## config.mk

```make
export PLATFORM = sky130hd
export DESIGN_NAME = inst_fetch_unit
export DESIGN_NICKNAME = d
export VERILOG_FILES = /design/src/rtl/inst_fetch_unit.sv
export SDC_FILE = /design/constraint.sdc
export NUM_CORES = 1
export LEC_CHECK = 0
export BUFFER_PORTS_ARGS = -buffer_cell sky130_fd_sc_hd__buf_4
export CORE_UTILIZATION = 50
export CTS_BUF_LIST = sky130_fd_sc_hd__clkbuf_4
export DETAILED_ROUTE_END_ITERATION = 8
export HOLD_SLACK_MARGIN = 0.06
export PLACE_DENSITY = 0.88
export SETUP_SLACK_MARGIN = 0.05
export SYNTH_ARGS = -nofsm -noshare
export SYNTH_HDL_FRONTEND = slang
export SYNTH_SLANG_ARGS = --single-unit
```

## constraint.sdc

```tcl
create_clock -name clk -period 3.01 [get_ports clk]
set_input_delay 0.602 -clock clk [delete_from_list [all_inputs] [get_ports clk]]
set_output_delay 0.602 -clock clk [all_outputs]
set_load 0.02 [all_outputs]
```

## src/rtl/inst_fetch_unit.sv

```systemverilog
// Instruction fetch unit: fetches 32-bit words from imem into an instruction register and
// hands them to decode over valid/ready. Define IFU_ALIGN_CHECK_EN to add fetch_fault.
module inst_fetch_unit #(
   parameter int unsigned       ADDR_W   = 32,
   parameter logic [ADDR_W-1:0] RESET_PC = '0
) (
   input  logic              clk,
   input  logic              rst_n,
   output logic              imem_req,
   output logic [ADDR_W-1:0] imem_addr,
   input  logic              imem_ack,
   input  logic [31:0]       imem_rdata,
   output logic              inst_valid,
   input  logic              inst_ready,
   output logic [31:0]       inst,
   output logic [5:0]        op,
   output logic [ADDR_W-1:0] inst_pc,
   output logic [ADDR_W-1:0] pc_plus4,
`ifdef IFU_ALIGN_CHECK_EN
   output logic              fetch_fault,
`endif
   input  logic              redirect_valid,
   input  logic [ADDR_W-1:0] redirect_pc
);

   typedef enum logic [1:0] {
      StBoot  = 2'd0,
      StFetch = 2'd1,
      StHold  = 2'd2,
      StFault = 2'd3
   } ifuState_e;

   ifuState_e         stateQ, stateD;
   logic [ADDR_W-1:0] pcQ, pcD;
   logic [31:0]       instQ, instD;
   logic [ADDR_W-1:0] instPcQ, instPcD;
   logic              validQ, validD;
`ifdef IFU_ALIGN_CHECK_EN
   logic              faultQ, faultD;
`endif

   always_ff @(posedge clk or negedge rst_n) begin
      if (!rst_n) begin
         stateQ  <= StBoot;
         pcQ     <= RESET_PC;
         instQ   <= '0;
         instPcQ <= '0;
         validQ  <= 1'b0;
`ifdef IFU_ALIGN_CHECK_EN
         faultQ  <= 1'b0;
`endif
      end else begin
         stateQ  <= stateD;
         pcQ     <= pcD;
         instQ   <= instD;
         instPcQ <= instPcD;
         validQ  <= validD;
`ifdef IFU_ALIGN_CHECK_EN
         faultQ  <= faultD;
`endif
      end
   end

   always_comb begin
      stateD  = stateQ;
      pcD     = pcQ;
      instD   = instQ;
      instPcD = instPcQ;
      validD  = validQ;
`ifdef IFU_ALIGN_CHECK_EN
      faultD  = faultQ;
`endif

      unique case (stateQ)
         StBoot: begin
            stateD = StFetch;
         end
         StFetch: begin
            if (imem_ack) begin
               instD   = imem_rdata;
               instPcD = pcQ;
               pcD     = pcQ + ADDR_W'(4);
               validD  = 1'b1;
               stateD  = StHold;
            end
         end
         StHold: begin
            if (validQ && inst_ready) begin
               validD = 1'b0;
               stateD = StFetch;
            end
         end
         StFault: begin
            validD = 1'b0;
         end
      endcase

      // A redirect wins over any capture or handshake in the same cycle; the stale word is dropped.
      if (redirect_valid && (stateQ != StFault)) begin
         instD   = instQ;
         instPcD = instPcQ;
         validD  = 1'b0;
         pcD     = redirect_pc;
         stateD  = StFetch;
`ifdef IFU_ALIGN_CHECK_EN
         if (redirect_pc[1:0] != 2'b00) begin
            stateD = StFault;
            faultD = 1'b1;
         end
`endif
      end
   end

   assign imem_req   = (stateQ == StFetch);
   assign imem_addr  = pcQ;
   assign inst_valid = validQ;
   assign inst       = instQ;
   assign op         = instQ[31:26];
   assign inst_pc    = instPcQ;
   assign pc_plus4   = instPcQ + ADDR_W'(4);
`ifdef IFU_ALIGN_CHECK_EN
   assign fetch_fault = faultQ;
`endif

endmodule

```

==> After elaboration in Yosys (flattened, before gate mapping) <==
Index checks and enable logic that the tools add are counted.
{ "word_totals": {"ff_bits": 99, "input_bits": 69, "output_inout_bits": 136, "word_cells": 36} }
{ "classes": {"addsub": 2, "eq_ne": 6, "mux": 11, "bitwise": 1, "reduce_logical": 11} }
{ "ops": {"columns": ["operator", "n"], "rows": [
  ["$mux W32", 3],
  ["$add A32 B3 Y32 const B", 2],
  ["$reduce_and A3 Y1", 3],
  ["$reduce_bool A4 Y1", 2],
  ["$mux W2", 3],
  ["$pmux W2 S3", 1],
  ["$eq A2 B2 Y1 const B", 2],
  ["$reduce_bool A2 Y1", 2],
  ["$mux W1", 3],
  ["$ne A3 B1 Y1 const B", 1],
  ["$ne A3 B3 Y1 const B", 1],
  ["$pmux W1 S3", 1],
  ["$eq A2 B1 Y1 const B", 1],
  ["$logic_and A1 B1 Y1", 2],
  ["$logic_not A2 Y1", 1],
  ["$ne A2 B2 Y1 const B", 1],
  ["$reduce_and A2 Y1", 1],
  ["$not A1 Y1", 1]
]} }

==> Depth between registers and ports, before layout <==
{ "logic_depth": {"depth_word": 4, "depth_mapped": 8, "depth_no_buf": 6} }

==> Least setup slack after synthesis <==
Ideal clock, no wire load.
{ "synth_path": {"path_type": "flip-flop to output port", "start": "register instPcQ[2], in the netlist inst_pc[2]", "end": "output port pc_plus4[18]", "arrival_time_ns": 1.896, "t_required_ns": 2.408, "slack_ns": 0.512, "stages_incl_launch_ff": 6, "n_path_buf": 0, "path_cell_list": "dfrtp_1 -> ha_1 -> and4_1 -> nor3b_2 -> nand4_1 -> xnor2_1"} }
{ "synth_between": {"elab_chain_cells": 1} }
{ "synth_rtl": {"columns": ["element", "line_no", "text"], "rows": [
  ["from (decl)", "36", "logic [ADDR_W-1:0] instPcQ, instPcD;"],
  ["from (signal assigned)", "56", "instPcQ <= instPcD;"],
  ["$add A32 B3 Y32", "120", "assign pc_plus4 = instPcQ + ADDR_W'(4);"],
  ["to (decl)", "18", "output logic [ADDR_W-1:0] pc_plus4,"]
]} }
Every way passes these cells.

==> Final worst setup path <==
{ "layout_path": {"start": "register instPcQ[8], in the netlist inst_pc[8]", "end": "output port pc_plus4[23]"} }
Same word-level chain as after synthesis.

==> results.ini <==
[outcome]
status = completed

[finish]
antenna_cells = 0
syn2layout_area_growth_pct = 35.53
layout.nets = 737
layout-drive-gt1-share = 0.4693
finish.utilization = 0.7007

[synth]
synth-seq-cells = 99
syn-num-nets = 539
yosysUniqueCellTypes = 46
avgSynthCellArea_sq_um = 10.87
syn_area_sq_um = 5054
ys.flop_type = dfrtp_1
synth-edff-count = 0
async_flop_share = 1.000
yosysSeqAreaShare = 0.4902
synthCells = 465
yosys_warnings = 0

[flow_run]
drv_cap = 0

[clock_tree]
hold_buffers = 0
cts_root_buf = clkbuf_4
cts_buffers = 9
cts.sinks = 99
cts_tree = done
clock_path_buffers = 2
clkLatencyLatePin_ns = 0.46
path_clk_slew_ns = 0.14
h-tree-depth = 3

[floorplan]
dieHeight_microns = 102.5
initial_core_util = 0.5170
io_pins = 205
dieArea_sq_um = 10510
core_area_sq_um = 9774
rows = 36
die_x_microns = 102.5

[detailed_routing]
wire_per_inst_microns = 16.83
drtPass1Iterations = 4
vias = 4516
drtAntennaViolNets = 0
routed_via_density = 5.645
drc_errors = 0
wl_microns = 13460
drt_iter0_markers = 322

[placed_design]
place_ws_ns = 0.4031
io_buffers = 204
hpwl_microns = 9964
gp_congestion = 0.8754

[pwr]
power_mw = 7.660
leakagePower_nw = 3.063
ir_drop_v = 0.0006223
seqPwrFrac = 0.357
swShare = 0.4523
clkPwrFrac = 0.088
p_int_mw = 4.195
p_switching_mw = 3.465
pwr-share-comb = 0.555
power_density_nw_per_um2 = 1118

[timing]
rsz0062_at_grt = true
setup_violations = 0
timing.fmax_ghz = 0.3493
hold_violations = 0
relSlewSlack = 0.4029
skew_ns = 0.01101
fin_ws_ns = 0.1473
period_needed_ns = 2.863
drv_slew = 0
finalCritPeriodShare = 0.9511
worstMarginPinSlew_ns = 0.8956

[setup_path]
endpoint_kind = primary output
cp_slowest_cell = dfrtp_1
path_class = reg -> out
worst_setup_path_start_kind = register
cp.arrival_ns = 2.26
critPathMaxStageDelay_ns = 0.49
path_buf_inv = 2
cpLargestDelayFamily = simple AND/OR/NAND/NOR gates
crit_chain = nand4_1, nor4_4, buf_4, nand4_1, xnor2_1, buf_4
cp_data_required_time_ns = 2.41
crit_path_max_fanout = 7

[global_routing]
grt_max_degree = 74
grt.overflow.total = 0
grt_util_all_layers = 0.2563
grt_pass1_vias = 4257
grt_pass1_wl_microns = 20530
antenna_found_initial = 0

[hold_path]
hp-class = in -> async

[cell usage after synthesis (10+ instances only)]
| library cell | n | area (sq um) |
|---|---|---|
| a31oi_1 | 18 | 112.6 |
| clkbuf_1 | 13 | 48.80 |
| dfrtp_1 | 99 | 2477 |
| inv_1 | 11 | 41.29 |
| mux2_2 | 62 | 698.2 |
| nand2_1 | 41 | 153.9 |
| nand3_1 | 20 | 100.1 |
| nand4_1 | 18 | 112.6 |
| nor2_1 | 30 | 112.6 |
| o21ai_0 | 15 | 75.07 |
| o31ai_1 | 11 | 82.58 |
| or4_1 | 10 | 75.07 |
| xnor2_1 | 32 | 280.3 |
[worst paths after layout]
kind | slack (ns) | endpoint | from | depth (start not counted)
worst min register to register | 0.52 | inst[16] | inst[16] | 1
min in group clk | 0.33 | inst_valid | redirect_valid | 2
worst min-delay path | 0.24 | inst_pc[7] | rst_n | 1
max in group asynchronous | 2.00 | imem_addr[20] | rst_n | 2
worst max-delay path | 0.15 | pc_plus4[23] | inst_pc[8] | 6
worst max register to register | 0.71 | imem_addr[22] | imem_addr[3] | 5
[cell type report]
cell class	instances	area [sq um]
multi-input cells	325	2399
repair buffers	217	1633
fillers	704	2925
clock buffers	10	75.07
flip-flops and latches	99	2480
clock inverters	5	55.05
inverters	11	41.29
well taps	133	166.4
[timing repair]
action | 4_1_cts | 5_1_grt
pin swaps | 0 | 2
endpoints found under the setup margin | 8 | 15
gates resized for setup | 2 | 9
setup buffers | 2 | 2
[stage by stage]
stage	TNS, ns	std cells	cell area (sq um)	hold slack (ns)
after CTS	0	798	6803	0.2572
after detailed placement	0	781	6650	0.4967
after global routing	-0.02901	800	6849	0.2838
after floorplan	0	465	5054	0.3064
final	0	800	6849	0.2401
after global placement	0	781	6650	0.4896
[registers in the layout, indices dropped and copies added (netlist names)]
register	cells
imem_addr	32
inst	32
inst_pc	32
inst_valid	1
stateQ	2
[power groups by stage]
stage / logic, mW / clock network, mW / registers [mW]
after floorplan: 1.79 / 0 / 3.29
after global placement: 4.13 / 0 / 2.68
after detailed placement: 4.21 / 0 / 2.73
after CTS: 4.22 / 0.709 / 2.71
after global routing: 4.55 / 0.759 / 2.84
final: 4.25 / 0.677 / 2.73
[kinds of logic (layout without fill, tap and decap cells)]
group                    Yosys count  in the layout  synth area share
AO/OA/AOI/OAI                     58             58           0.07502
XOR/XNOR                          38             38           0.06586
adder cells (fa/ha/maj)            5              5           0.01238
buffers and inverters             41            243           0.04357
flip-flops                        99             99            0.4902
multiplexers                      63             63            0.1401
AND/OR/NAND/NOR                  161            161            0.1728
[placed cells by master, fill, tap and decap left out, types with 2 or more instances in the layout]
master / count
nand4_1: 18
and4_1: 2
inv_1: 11
mux2_2: 62
clkbuf_4: 10
a31oi_1: 18
a21oi_1: 3
o41ai_1: 2
ha_1: 4
xnor2_1: 32
nor3_1: 4
nor4_1: 8
buf_4: 216
or4_1: 10
xor2_1: 6
nand4b_1: 2
a31o_2: 2
o21ai_0: 15
or3_1: 2
or4_4: 3
and3_1: 6
or3_2: 2
dfrtp_1: 97
and4_4: 2
nand3_1: 20
nand3_2: 3
nor2_1: 29
dfrtp_2: 2
o31ai_1: 11
nand2_1: 41
[layer usage]
metal / routed length, microns / GRT usage / vias to the layer above
li1: - / - / 2080
met1: 5318 / 0.3209 / 2191
met2: 6776 / 0.4200 / 215
met3: 1052 / 0.07661 / 30
met4: 315 / 0.09560 / 0
met5: 0 / 0 / -
Power figures use the tool's default switching activity.
